File: config.mk
export PLATFORM = sky130hd
export DESIGN_NAME = dbf_scan_sequencer_flat
export DESIGN_NICKNAME = d
export VERILOG_FILES = /design/src/rtl/dbf_scan_sequencer_pkg.sv /design/src/rtl/dbf_scan_sequencer_if.sv /design/src/rtl/dbf_scan_sequencer_cnt.sv /design/src/rtl/dbf_scan_sequencer.sv /design/src/flat_wrapper.sv
export SDC_FILE = /design/constraint.sdc
export NUM_CORES = 1
export LEC_CHECK = 0
export BUFFER_PORTS_ARGS = -buffer_cell sky130_fd_sc_hd__buf_2
export CORE_ASPECT_RATIO = 1.1
export CORE_MARGIN = 4
export CORE_UTILIZATION = 25
export DETAILED_ROUTE_END_ITERATION = 10
export PLACE_DENSITY = 0.51
export SETUP_SLACK_MARGIN = 0.02
export SLEW_MARGIN = 20
export SYNTH_ARGS = -nofsm -noshare
export SYNTH_HDL_FRONTEND = slang
export SYNTH_SLANG_ARGS = --single-unit
File: constraint.sdc
create_clock -name clk -period 6.9 [get_ports clk]
set_input_delay 1.035 -clock clk [delete_from_list [all_inputs] [get_ports clk]]
set_output_delay 1.035 -clock clk [all_outputs]
set_load 0.02 [all_outputs]
File: src/rtl/dbf_scan_sequencer_pkg.sv
// Shared widths, state encoding and the phase-selection helper for the DBF scan sequencer.
package dbf_scan_sequencer_pkg;

  localparam int ADDR_WD = 10;
  localparam int CNT_WD  = 8;
  localparam int LINE_WD = 8;

  typedef enum logic [2:0] {
    S_IDLE = 3'd0,
    S_LOAD = 3'd1,
    S_TX   = 3'd2,
    S_DEAD = 3'd3,
    S_RX   = 3'd4
  } state_t;

  // First phase of a scanline: zero-length TX/DEAD phases are skipped, RX always runs.
  function automatic state_t first_phase(input logic [CNT_WD-1:0] tx_len,
                                         input logic [CNT_WD-1:0] dead_len);
    state_t ph;
    if (tx_len != '0)        ph = S_TX;
    else if (dead_len != '0) ph = S_DEAD;
    else                     ph = S_RX;
    return ph;
  endfunction

endpackage

File: src/rtl/dbf_scan_sequencer_if.sv
// Control/LUT bus between the host/system side (master) and the scan sequencer (slave).
interface dbf_scan_sequencer_if;
  import dbf_scan_sequencer_pkg::*;

  logic               scan_trig;
  logic [LINE_WD-1:0] num_lines;
  logic [CNT_WD-1:0]  tx_len;
  logic [CNT_WD-1:0]  dead_len;
  logic [ADDR_WD-1:0] rx_len;
  logic               load_req;
  logic               load_valid;
  logic [ADDR_WD-1:0] load_addr;
  logic               load_gnt;
  logic               tx_en;
  logic               start;
  logic [ADDR_WD-1:0] dbf_lut_addr;
  logic               dbf_lut_we;
  logic [LINE_WD-1:0] line_idx;
  logic               line_done;
  logic               frame_done;
  logic               busy;
  logic               trig_err;

  modport master (
    output scan_trig, num_lines, tx_len, dead_len, rx_len, load_req, load_valid, load_addr,
    input  load_gnt, tx_en, start, dbf_lut_addr, dbf_lut_we, line_idx, line_done,
           frame_done, busy, trig_err
  );

  modport slave (
    input  scan_trig, num_lines, tx_len, dead_len, rx_len, load_req, load_valid, load_addr,
    output load_gnt, tx_en, start, dbf_lut_addr, dbf_lut_we, line_idx, line_done,
           frame_done, busy, trig_err
  );

endinterface

File: src/rtl/dbf_scan_sequencer_cnt.sv
// Loadable saturating down-counter; last flags the final cycle of a phase.
module dbf_seq_cnt #(
  parameter int W = 8
) (
  input  logic         clk,
  input  logic         rst,
  input  logic         ld,
  input  logic [W-1:0] ld_val,
  input  logic         dec,
  output logic         last
);

  logic [W-1:0] cnt_q, cnt_d;

  always_comb begin
    cnt_d = cnt_q;
    if (ld)                     cnt_d = ld_val;
    else if (dec && cnt_q != '0) cnt_d = cnt_q - W'(1);
  end

  always_ff @(posedge clk or posedge rst) begin
    if (rst) cnt_q <= '0;
    else     cnt_q <= cnt_d;
  end

  assign last = (cnt_q == W'(1));

endmodule

File: src/rtl/dbf_scan_sequencer.sv
// Frame sequencer for the DBF channel array: TX/DEAD/RX per scanline plus host LUT-load arbitration.
module dbf_scan_sequencer
  import dbf_scan_sequencer_pkg::*;
(
  input  logic                 clk,
  input  logic                 rst,
  dbf_scan_sequencer_if.slave  bus
);

  state_t             state_q, state_d;
  logic [LINE_WD-1:0] num_lines_q, num_lines_d;
  logic [CNT_WD-1:0]  tx_len_q, tx_len_d, dead_len_q, dead_len_d;
  logic [ADDR_WD-1:0] rx_len_q, rx_len_d;
  logic [LINE_WD-1:0] line_idx_q, line_idx_d;
  logic [ADDR_WD-1:0] addr_q, addr_d;
  logic tx_en_q, tx_en_d, start_q, start_d, we_q, we_d, gnt_q, gnt_d, busy_q, busy_d;
  logic line_done_q, line_done_d, frame_done_q, frame_done_d, trig_err_q, trig_err_d;

  logic [LINE_WD-1:0] nl_cfg;
  logic [CNT_WD-1:0]  tx_cfg, dead_cfg;
  logic [ADDR_WD-1:0] rx_cfg;
  logic accept, tx_last, dead_last, rx_last, tx_ld, dead_ld, rx_ld;

  // In IDLE the config comes straight from the inputs so the first line can start without a bubble.
  always_comb begin
    nl_cfg   = num_lines_q;
    tx_cfg   = tx_len_q;
    dead_cfg = dead_len_q;
    rx_cfg   = rx_len_q;
    if (state_q == S_IDLE) begin
      nl_cfg   = (bus.num_lines == '0) ? LINE_WD'(1) : bus.num_lines;
      tx_cfg   = bus.tx_len;
      dead_cfg = bus.dead_len;
      rx_cfg   = (bus.rx_len == '0) ? ADDR_WD'(1) : bus.rx_len;
    end
  end

  assign accept      = (state_q == S_IDLE) && bus.scan_trig && !bus.load_req;
  assign num_lines_d = accept ? nl_cfg   : num_lines_q;
  assign tx_len_d    = accept ? tx_cfg   : tx_len_q;
  assign dead_len_d  = accept ? dead_cfg : dead_len_q;
  assign rx_len_d    = accept ? rx_cfg   : rx_len_q;

  always_comb begin
    state_d    = state_q;
    line_idx_d = line_idx_q;
    case (state_q)
      S_IDLE: begin
        if (bus.load_req) begin
          state_d = S_LOAD;
        end else if (bus.scan_trig) begin
          state_d    = first_phase(tx_cfg, dead_cfg);
          line_idx_d = '0;
        end
      end
      S_LOAD: if (!bus.load_req) state_d = S_IDLE;
      S_TX:   if (tx_last) state_d = (dead_cfg != '0) ? S_DEAD : S_RX;
      S_DEAD: if (dead_last) state_d = S_RX;
      S_RX: begin
        if (rx_last) begin
          if (line_idx_q == nl_cfg - LINE_WD'(1)) begin
            state_d = S_IDLE;
          end else begin
            line_idx_d = line_idx_q + LINE_WD'(1);
            state_d    = first_phase(tx_cfg, dead_cfg);
          end
        end
      end
      default: state_d = S_IDLE;
    endcase
    if (state_d == S_IDLE || state_d == S_LOAD) line_idx_d = '0;
  end

  // A phase counter reloads on entry, including RX->RX when TX and DEAD are both zero-length.
  assign tx_ld   = (state_d == S_TX)   && ((state_q != S_TX)   || tx_last);
  assign dead_ld = (state_d == S_DEAD) && ((state_q != S_DEAD) || dead_last);
  assign rx_ld   = (state_d == S_RX)   && ((state_q != S_RX)   || rx_last);

  dbf_seq_cnt #(.W(CNT_WD)) u_tx_cnt (
    .clk(clk), .rst(rst), .ld(tx_ld), .ld_val(tx_cfg), .dec(state_q == S_TX), .last(tx_last)
  );

  dbf_seq_cnt #(.W(CNT_WD)) u_dead_cnt (
    .clk(clk), .rst(rst), .ld(dead_ld), .ld_val(dead_cfg), .dec(state_q == S_DEAD), .last(dead_last)
  );

  dbf_seq_cnt #(.W(ADDR_WD)) u_rx_cnt (
    .clk(clk), .rst(rst), .ld(rx_ld), .ld_val(rx_cfg), .dec(state_q == S_RX), .last(rx_last)
  );

  always_comb begin
    addr_d = '0;
    case (state_d)
      S_LOAD: addr_d = bus.load_addr;
      S_RX: begin
        if (rx_ld)                          addr_d = '0;
        else if (addr_q != {ADDR_WD{1'b1}}) addr_d = addr_q + ADDR_WD'(1);
        else                                addr_d = addr_q;
      end
      default: addr_d = '0;
    endcase
  end

  // Host writes only count once the grant is already visible to the host.
  assign we_d         = (state_d == S_LOAD) && (state_q == S_LOAD) && bus.load_valid;
  assign tx_en_d      = (state_d == S_TX);
  assign start_d      = (state_d == S_RX);
  assign gnt_d        = (state_d == S_LOAD);
  assign busy_d       = (state_d != S_IDLE);
  assign line_done_d  = (state_d == S_RX) && (addr_d == rx_cfg - ADDR_WD'(1));
  assign frame_done_d = line_done_d && (line_idx_d == nl_cfg - LINE_WD'(1));
  assign trig_err_d   = bus.scan_trig && ((state_q != S_IDLE) || bus.load_req);

  always_ff @(posedge clk or posedge rst) begin
    if (rst) begin
      state_q      <= S_IDLE;
      num_lines_q  <= '0;
      tx_len_q     <= '0;
      dead_len_q   <= '0;
      rx_len_q     <= '0;
      line_idx_q   <= '0;
      addr_q       <= '0;
      we_q         <= 1'b0;
      tx_en_q      <= 1'b0;
      start_q      <= 1'b0;
      gnt_q        <= 1'b0;
      busy_q       <= 1'b0;
      line_done_q  <= 1'b0;
      frame_done_q <= 1'b0;
      trig_err_q   <= 1'b0;
    end else begin
      state_q      <= state_d;
      num_lines_q  <= num_lines_d;
      tx_len_q     <= tx_len_d;
      dead_len_q   <= dead_len_d;
      rx_len_q     <= rx_len_d;
      line_idx_q   <= line_idx_d;
      addr_q       <= addr_d;
      we_q         <= we_d;
      tx_en_q      <= tx_en_d;
      start_q      <= start_d;
      gnt_q        <= gnt_d;
      busy_q       <= busy_d;
      line_done_q  <= line_done_d;
      frame_done_q <= frame_done_d;
      trig_err_q   <= trig_err_d;
    end
  end

  assign bus.load_gnt     = gnt_q;
  assign bus.tx_en        = tx_en_q;
  assign bus.start        = start_q;
  assign bus.dbf_lut_addr = addr_q;
  assign bus.dbf_lut_we   = we_q;
  assign bus.line_idx     = line_idx_q;
  assign bus.line_done    = line_done_q;
  assign bus.frame_done   = frame_done_q;
  assign bus.busy         = busy_q;
  assign bus.trig_err     = trig_err_q;

endmodule

File: src/flat_wrapper.sv
// flat-port wrapper written by rule: the top's interface ports become plain ports
module dbf_scan_sequencer_flat import dbf_scan_sequencer_pkg::*;
  (clk, rst, bus_scan_trig, bus_num_lines, bus_tx_len, bus_dead_len, bus_rx_len, bus_load_req, bus_load_valid, bus_load_addr, bus_load_gnt, bus_tx_en, bus_start, bus_dbf_lut_addr, bus_dbf_lut_we, bus_line_idx, bus_line_done, bus_frame_done, bus_busy, bus_trig_err);
  dbf_scan_sequencer_if bus_i ();
  input  logic clk;
  input  logic rst;
  input wire logic [$bits(bus_i.scan_trig)-1:0] bus_scan_trig;
  input wire logic [$bits(bus_i.num_lines)-1:0] bus_num_lines;
  input wire logic [$bits(bus_i.tx_len)-1:0] bus_tx_len;
  input wire logic [$bits(bus_i.dead_len)-1:0] bus_dead_len;
  input wire logic [$bits(bus_i.rx_len)-1:0] bus_rx_len;
  input wire logic [$bits(bus_i.load_req)-1:0] bus_load_req;
  input wire logic [$bits(bus_i.load_valid)-1:0] bus_load_valid;
  input wire logic [$bits(bus_i.load_addr)-1:0] bus_load_addr;
  output wire logic [$bits(bus_i.load_gnt)-1:0] bus_load_gnt;
  output wire logic [$bits(bus_i.tx_en)-1:0] bus_tx_en;
  output wire logic [$bits(bus_i.start)-1:0] bus_start;
  output wire logic [$bits(bus_i.dbf_lut_addr)-1:0] bus_dbf_lut_addr;
  output wire logic [$bits(bus_i.dbf_lut_we)-1:0] bus_dbf_lut_we;
  output wire logic [$bits(bus_i.line_idx)-1:0] bus_line_idx;
  output wire logic [$bits(bus_i.line_done)-1:0] bus_line_done;
  output wire logic [$bits(bus_i.frame_done)-1:0] bus_frame_done;
  output wire logic [$bits(bus_i.busy)-1:0] bus_busy;
  output wire logic [$bits(bus_i.trig_err)-1:0] bus_trig_err;
  assign bus_i.scan_trig = bus_scan_trig;
  assign bus_i.num_lines = bus_num_lines;
  assign bus_i.tx_len = bus_tx_len;
  assign bus_i.dead_len = bus_dead_len;
  assign bus_i.rx_len = bus_rx_len;
  assign bus_i.load_req = bus_load_req;
  assign bus_i.load_valid = bus_load_valid;
  assign bus_i.load_addr = bus_load_addr;
  assign bus_load_gnt = bus_i.load_gnt;
  assign bus_tx_en = bus_i.tx_en;
  assign bus_start = bus_i.start;
  assign bus_dbf_lut_addr = bus_i.dbf_lut_addr;
  assign bus_dbf_lut_we = bus_i.dbf_lut_we;
  assign bus_line_idx = bus_i.line_idx;
  assign bus_line_done = bus_i.line_done;
  assign bus_frame_done = bus_i.frame_done;
  assign bus_busy = bus_i.busy;
  assign bus_trig_err = bus_i.trig_err;
  dbf_scan_sequencer u_core (.clk(clk), .rst(rst), .bus(bus_i));
endmodule
==> run_results.csv, run 1 <==
group,metric,value,unit
placement,placed_cell_area,0.00672,sq mm
floorplan,dieHeight,171,um
run_status,outcome,"complete, no violations",
layout,final_nets,864,
clock_tree,cts_hold_buf,0,
logic_synthesis,yosysSeqAreaShare,0.370,
grt,grt_max_degree,52,
power_and_ir_drop,power_density,446,mW/mm^2
routing,wl_per_cell,16.3,um
logic_synthesis,synth_fa_ha_area_frac,0.0208,
clock_tree,cts_buffers,9,
layout,layout_common_cells,"nand2_1 (177), dfrtp_1 (89), buf_2 (74), nor2_1 (66), o21ai_0 (37)",
layout,syn_to_final_growth,16.6,%
layout,nFillCells,2547,
setup_path,cp_max_fo,12,
floorplan,rows,59,
worst_hold_path,hp-class,"reg -> reg",
routing,num_vias,5541,
sta,clock_skew,12.7,ps
logic_synthesis,synth_top_area_frac,0.370,
sta,drv_slew,0,
routing,drt_wl_total,18100,um
logic_synthesis,synth_nets,804,
placement,dpl.hpwl,13400,um
grt,grt_pass1_wl,29900,um
logic_synthesis,yosys.area.top_type,"dfrtp_1",
sta,setup_tns,0,ps
sta,final-hold-violation-count,0,
logic_synthesis,synth_compound_area_frac,0.160,
logic_synthesis,async_reset_ff_frac,1.00,
placement,gp_congestion,0.828,
clock_tree,root_buffer,"clkbuf_16",
logic_synthesis,yosysWarnings,0,
grt,antenna_found_initial,0,
layout,post-route-cell-area,0.00702,sq mm
logic_synthesis,ys.flop_type,"dfrtp_1",
sta,hold_slack,477,ps
clock_tree,clkLatencyLatePin,360,ps
placement,portBuffers,74,
clock_tree,htree_levels,3,
clock_tree,clock_path_buffers,2,
sta,min_period_over_period,0.767,
clock_tree,cts_setup_buffers,0,
routing,firstDrtPassIters,5,
logic_synthesis,ys_types,67,
layout,seq_area,0.00223,sq mm
logic_synthesis,syn_area_per_cell,8.08,sq um
grt,grt_util_all_layers,0.139,
clock_tree,cts_tree,"done",
setup_path,crit_arrival,5540,ps
power_and_ir_drop,ir_drop,128,uV
setup_path,crit_path_start_kind,"flop",
setup_path,crit_type,"reg -> reg",
power_and_ir_drop,p_leak,3.23,nW
logic_synthesis,synth_mux_area_frac,0.0476,
logic_synthesis,synth_top_family_by_area,"simple AND/OR/NAND/NOR gates",
routing,drc_errors,0,
layout,final_core_util,0.296,
logic_synthesis,synthTopCellsByArea,"dfrtp_1 (37%), nand2_1 (11%), nor2_1 (4.1%), xnor2_1 (3.9%), mux2i_1 (3.8%)",
logic_synthesis,synth_edf_count,0,
clock_tree,clock-sinks,89,
clock_tree,cts.repair.resized,0,
job,maxCapViolCount,0,
layout,final_common_cell,"nand2_1",
sta,rsz0062_at_grt,"no",
logic_synthesis,syn_inst,745,
floorplan,start_util,0.254,
logic_synthesis,ys_ff_latch,89,
layout,drive_gt1_frac,0.147,
grt,grt_pass1_vias,5457,
sta,finalSetupViolCount,0,
routing,ant_nets,0,
logic_synthesis,yosys.area_share.simple,0.305,
floorplan,die-area,0.0266,sq mm
setup_path,end_kind,"flop",
logic_synthesis,synth-xor-area-share,0.0669,
floorplan,coreArea,0.0237,sq mm
routing,first_iter_violations,321,
routing,via_per_inst,4.97,
sta,timing.fmax,189,MHz
floorplan,num_io_pins,75,
layout,antenna_cells,0,
layout,multi_input_area,0.00363,sq mm
sta,finalCriticalPeriod,5290,ps
floorplan,die-width,156,um
grt,grt_overflow,0,
sta,relSlewSlack,0.264,
setup_path,cp.required,7140,ps
clock_tree,cts.clk_slew.worst_paths,60,ps
sta,tightestPinTransition,1100,ps
logic_synthesis,synth_area,0.00602,sq mm
[final cells by class]
cell class                      instances  area share
Clock buffer                           11      0.0346
Sequential cell                        89       0.317
Multi-Input combinational cell        610       0.516
Timing Repair Buffer                   82      0.0613
Tap cell                              305      0.0543
Inverter                               13     0.00713
Clock inverter                          5     0.00909
[report_power, final]
part | internal (W) | total (W) | switching, W
Combinational | 0.000635 | 0.00167 | 0.00103
Sequential | 0.000726 | 0.000948 | 0.000222
Clock | 0.000294 | 0.000520 | 0.000226
[worst max-delay path, stage by stage, from the launching register on]
cell,delay (ps)
dfrtp_1,580
nor3_2,630
a21oi_1,200
inv_1,190
ha_1,250
or4b_1,470
nor2_1,160
a21oi_1,90
a2111oi_4,420
nand4_4,220
o31a_1,410
nor2_1,490
nor2_1,150
xnor2_1,150
or4_4,490
a2111oi_4,270
[metrics by stage]
step	power, W	setup slack (ps)	std cells
after floorplan	0.00217	1570	745
after global placement	0.00261	1440	1099
after detailed placement	0.00262	1370	1099
after CTS	0.00316	1610	1115
after global routing	0.00341	1230	1115
final	0.00314	1610	1115
[kinds of logic (layout without fill, tap and decap cells)]
group | after synthesis | count (layout)
flip-flops | 89 | 89
buffers and inverters | 46 | 111
adder cells (fa/ha/maj) | 10 | 10
XOR/XNOR | 46 | 46
AO/OA/AOI/OAI | 141 | 141
multiplexers | 28 | 28
AND/OR/NAND/NOR | 385 | 385
[sequential cells by signal, indices dropped and copies added, names as in the netlist, 3 cells and up]
| signal | flops |
|---|---|
| u_core.bus.dbf_lut_addr | 10 |
| u_core.rx_len_q | 10 |
| u_core.u_rx_cnt.cnt_q | 10 |
| u_core.bus.line_idx | 8 |
| u_core.dead_len_q | 8 |
| u_core.num_lines_q | 8 |
| u_core.tx_len_q | 8 |
| u_core.u_dead_cnt.cnt_q | 8 |
| u_core.u_tx_cnt.cnt_q | 8 |
| u_core.state_q | 3 |
[routing by layer]
| metal | GRT usage | up-vias | routed length [um] |
|---|---|---|---|
| li1 | - | 2754 | - |
| met1 | 0.199 | 2639 | 8900 |
| met2 | 0.214 | 126 | 8050 |
| met3 | 0.0240 | 22 | 872 |
| met4 | 0.0415 | 0 | 319 |
| met5 | 0 | - | 0 |
[cells in the mapped netlist (all sizes together), types with 12 or more instances]
master / instances
clkbuf: 23
and2: 12
inv: 13
xnor2: 27
a21oi: 27
nand2: 177
dfrtp: 89
nor4: 17
mux2i: 23
a31oi: 12
o21ai: 42
nor3: 21
nor2: 66
xor2: 19
nand3: 17
[final timing paths]
path / start / end / slack, ps / cells after the start
setup / recovery: u_core.state_q[0] / u_core.bus.frame_done / 1610 / 15
hold / removal: u_core.rx_len_q[1] / u_core.rx_len_q[1] / 480 / 2
setup reg to reg: u_core.state_q[0] / u_core.bus.frame_done / 1610 / 15
hold reg to reg: u_core.rx_len_q[1] / u_core.rx_len_q[1] / 480 / 2
max in group asynchronous: rst / u_core.u_dead_cnt.cnt_q[1] / 4960 / 3
min in group asynchronous: rst / u_core.rx_len_q[8] / 780 / 2
Note: power is estimated with default switching activity, not from simulation.
==> run 2: changes to the inputs <==
Settings changed: PLACE_DENSITY 0.51 to 0.52.
Clock period 6.9 ns to 4.8 ns, I/O delays scaled along.
==> run_results.csv, run 2 (synthesis results as in run 1) <==
group,metric,value,unit
run_status,outcome,"complete, no violations",
sta,tightestPinTransition,761,ps
clock_tree,root_buffer,"clkbuf_16",
routing,ant_nets,0,
setup_path,end_kind,"flop",
sta,relSlewSlack,0.493,
routing,via_per_inst,4.93,
sta,hold_slack,476,ps
clock_tree,htree_levels,3,
worst_hold_path,hp-start,"u_core.rx_len_q[9]",
setup_path,cp_max_fo,5,
setup_path,worstReg2RegEnd,"u_core.bus.frame_done",
clock_tree,clock-sinks,89,
sta,setup_tns,0,ps
floorplan,die-width,156,um
sta,layout_setup_ws,259,ps
floorplan,coreArea,0.0237,sq mm
placement,portBuffers,74,
layout,drive_gt1_frac,0.182,
setup_path,crit_path_start,"u_core.state_q[2]",
placement,gp_congestion,0.833,
routing,firstDrtPassIters,5,
layout,final_core_util,0.305,
grt,grt_overflow,0,
routing,wl_per_cell,15.8,um
power_and_ir_drop,p_leak,3.34,nW
floorplan,rows,59,
routing,num_vias,5626,
grt,antenna_found_initial,2,
power_and_ir_drop,power_density,642,mW/mm^2
setup_path,crit_type,"reg -> reg",
placement,dpl.hpwl,13500,um
sta,clock_skew,13.0,ps
setup_path,endpoint,"u_core.bus.frame_done",
grt,grt_pass1_vias,5467,
clock_tree,cts.clk_slew.worst_paths,70,ps
clock_tree,clkLatencyLatePin,360,ps
floorplan,num_io_pins,75,
sta,finalSetupViolCount,0,
sta,final-hold-violation-count,0,
grt,grt_max_degree,57,
floorplan,start_util,0.254,
routing,drc_errors,0,
routing,first_iter_violations,333,
floorplan,die-area,0.0266,sq mm
sta,drv_slew,0,
floorplan,dieHeight,171,um
layout,layout_common_cells,"nand2_1 (177), dfrtp_1 (89), buf_2 (74), nor2_1 (63), o21ai_0 (37)",
grt,grt_util_all_layers,0.138,
layout,final_common_cell,"nand2_1",
clock_tree,clock_path_buffers,2,
setup_path,r2r_start,"u_core.state_q[2]",
grt,grt_pass1_wl,29400,um
layout,seq_area,0.00223,sq mm
layout,syn_to_final_growth,20.0,%
sta,timing.fmax,220,MHz
clock_tree,cts_tree,"done",
job,maxCapViolCount,0,
setup_path,cp.required,5050,ps
worst_hold_path,hp-class,"reg -> reg",
setup_path,crit_path_start_kind,"flop",
clock_tree,cts_hold_buf,0,
power_and_ir_drop,ir_drop,217,uV
setup_path,crit_arrival,4790,ps
layout,nFillCells,2554,
placement,pre_cts_ws,-6.80,ps
power_and_ir_drop,power.total,0.00464,W
sta,finalCriticalPeriod,4540,ps
clock_tree,cts_buffers,9,
sta,min_period_over_period,0.946,
setup_path,reg2reg_setup_slack,260,ps
layout,multi_input_area,0.00366,sq mm
setup_path,r2r_cells,14,
layout,final_nets,889,
routing,drt_wl_total,18100,um
[run 2: cell types whose count changed in the layout (fill, tap and decap cells not counted), sizes merged]
| cell | change |
|---|---|
| buf | +25 |
| bufinv | -1 |
| clkbuf | -1 |
| clkinvlp | +1 |
| diode | +1 |
| inv | +1 |
[run 2: layout make-up]
| cell class | instances | share of cell area |
|---|---|---|
| antenna | 1 | 0.000346 |
| clock buffer | 10 | 0.0331 |
| clock inverter | 6 | 0.00589 |
| inverter | 13 | 0.00710 |
| multi-input combinational | 610 | 0.507 |
| sequential | 89 | 0.308 |
| tap | 305 | 0.0528 |
| timing repair buffer | 107 | 0.0855 |
[run 2: worst min-delay path by stage]
stage,endpoint,cells past startpoint
after global placement,u_core.rx_len_q[9],2
final,u_core.rx_len_q[9],2
after global routing,u_core.rx_len_q[0],2
after detailed placement,u_core.rx_len_q[9],2
after floorplan,u_core.num_lines_q[7],2
after CTS,u_core.rx_len_q[9],2
[run 2: critical path, cell delays in order (launching register included)]
cell and delay, ps:
dfrtp_1 420, or3_2 530, mux2i_2 240, ha_2 250, or4b_4 490, nor2_4 130
a21oi_1 70, a2111oi_4 390, nand4_4 170, o31a_1 360, nor3_2 270, o2bb2ai_1 190
xnor2_1 120, or4_4 530, a2111oi_4 270
[run 2: stage by stage]
step / instances / instance area, sq um
2_1_floorplan: 745 / 6080
3_3_place_gp: 1124 / 6930
3_5_place_dp: 1124 / 6930
4_1_cts: 1140 / 7210
5_1_grt: 1141 / 7230
6_report: 1141 / 7230
[run 2: what timing repair did]
action	4_1_cts	5_1_grt
resized for setup	0	4
endpoints found under the setup margin	0	10
endpoints found under the hold margin	0	0
buffers inserted	0	0
[run 2: per-layer routing]
layer / GRT usage / wire, um
met4: 0.0362 / 276
met2: 0.210 / 7970
met5: 0 / 7
met1: 0.198 / 8830
met3: 0.0281 / 993
[run 2: power breakdown]
part,internal (W),switching (W)
sequential,0.00105,0.000278
combinational,0.00105,0.00157
clock,0.000366,0.000322
total,0.00247,0.00217
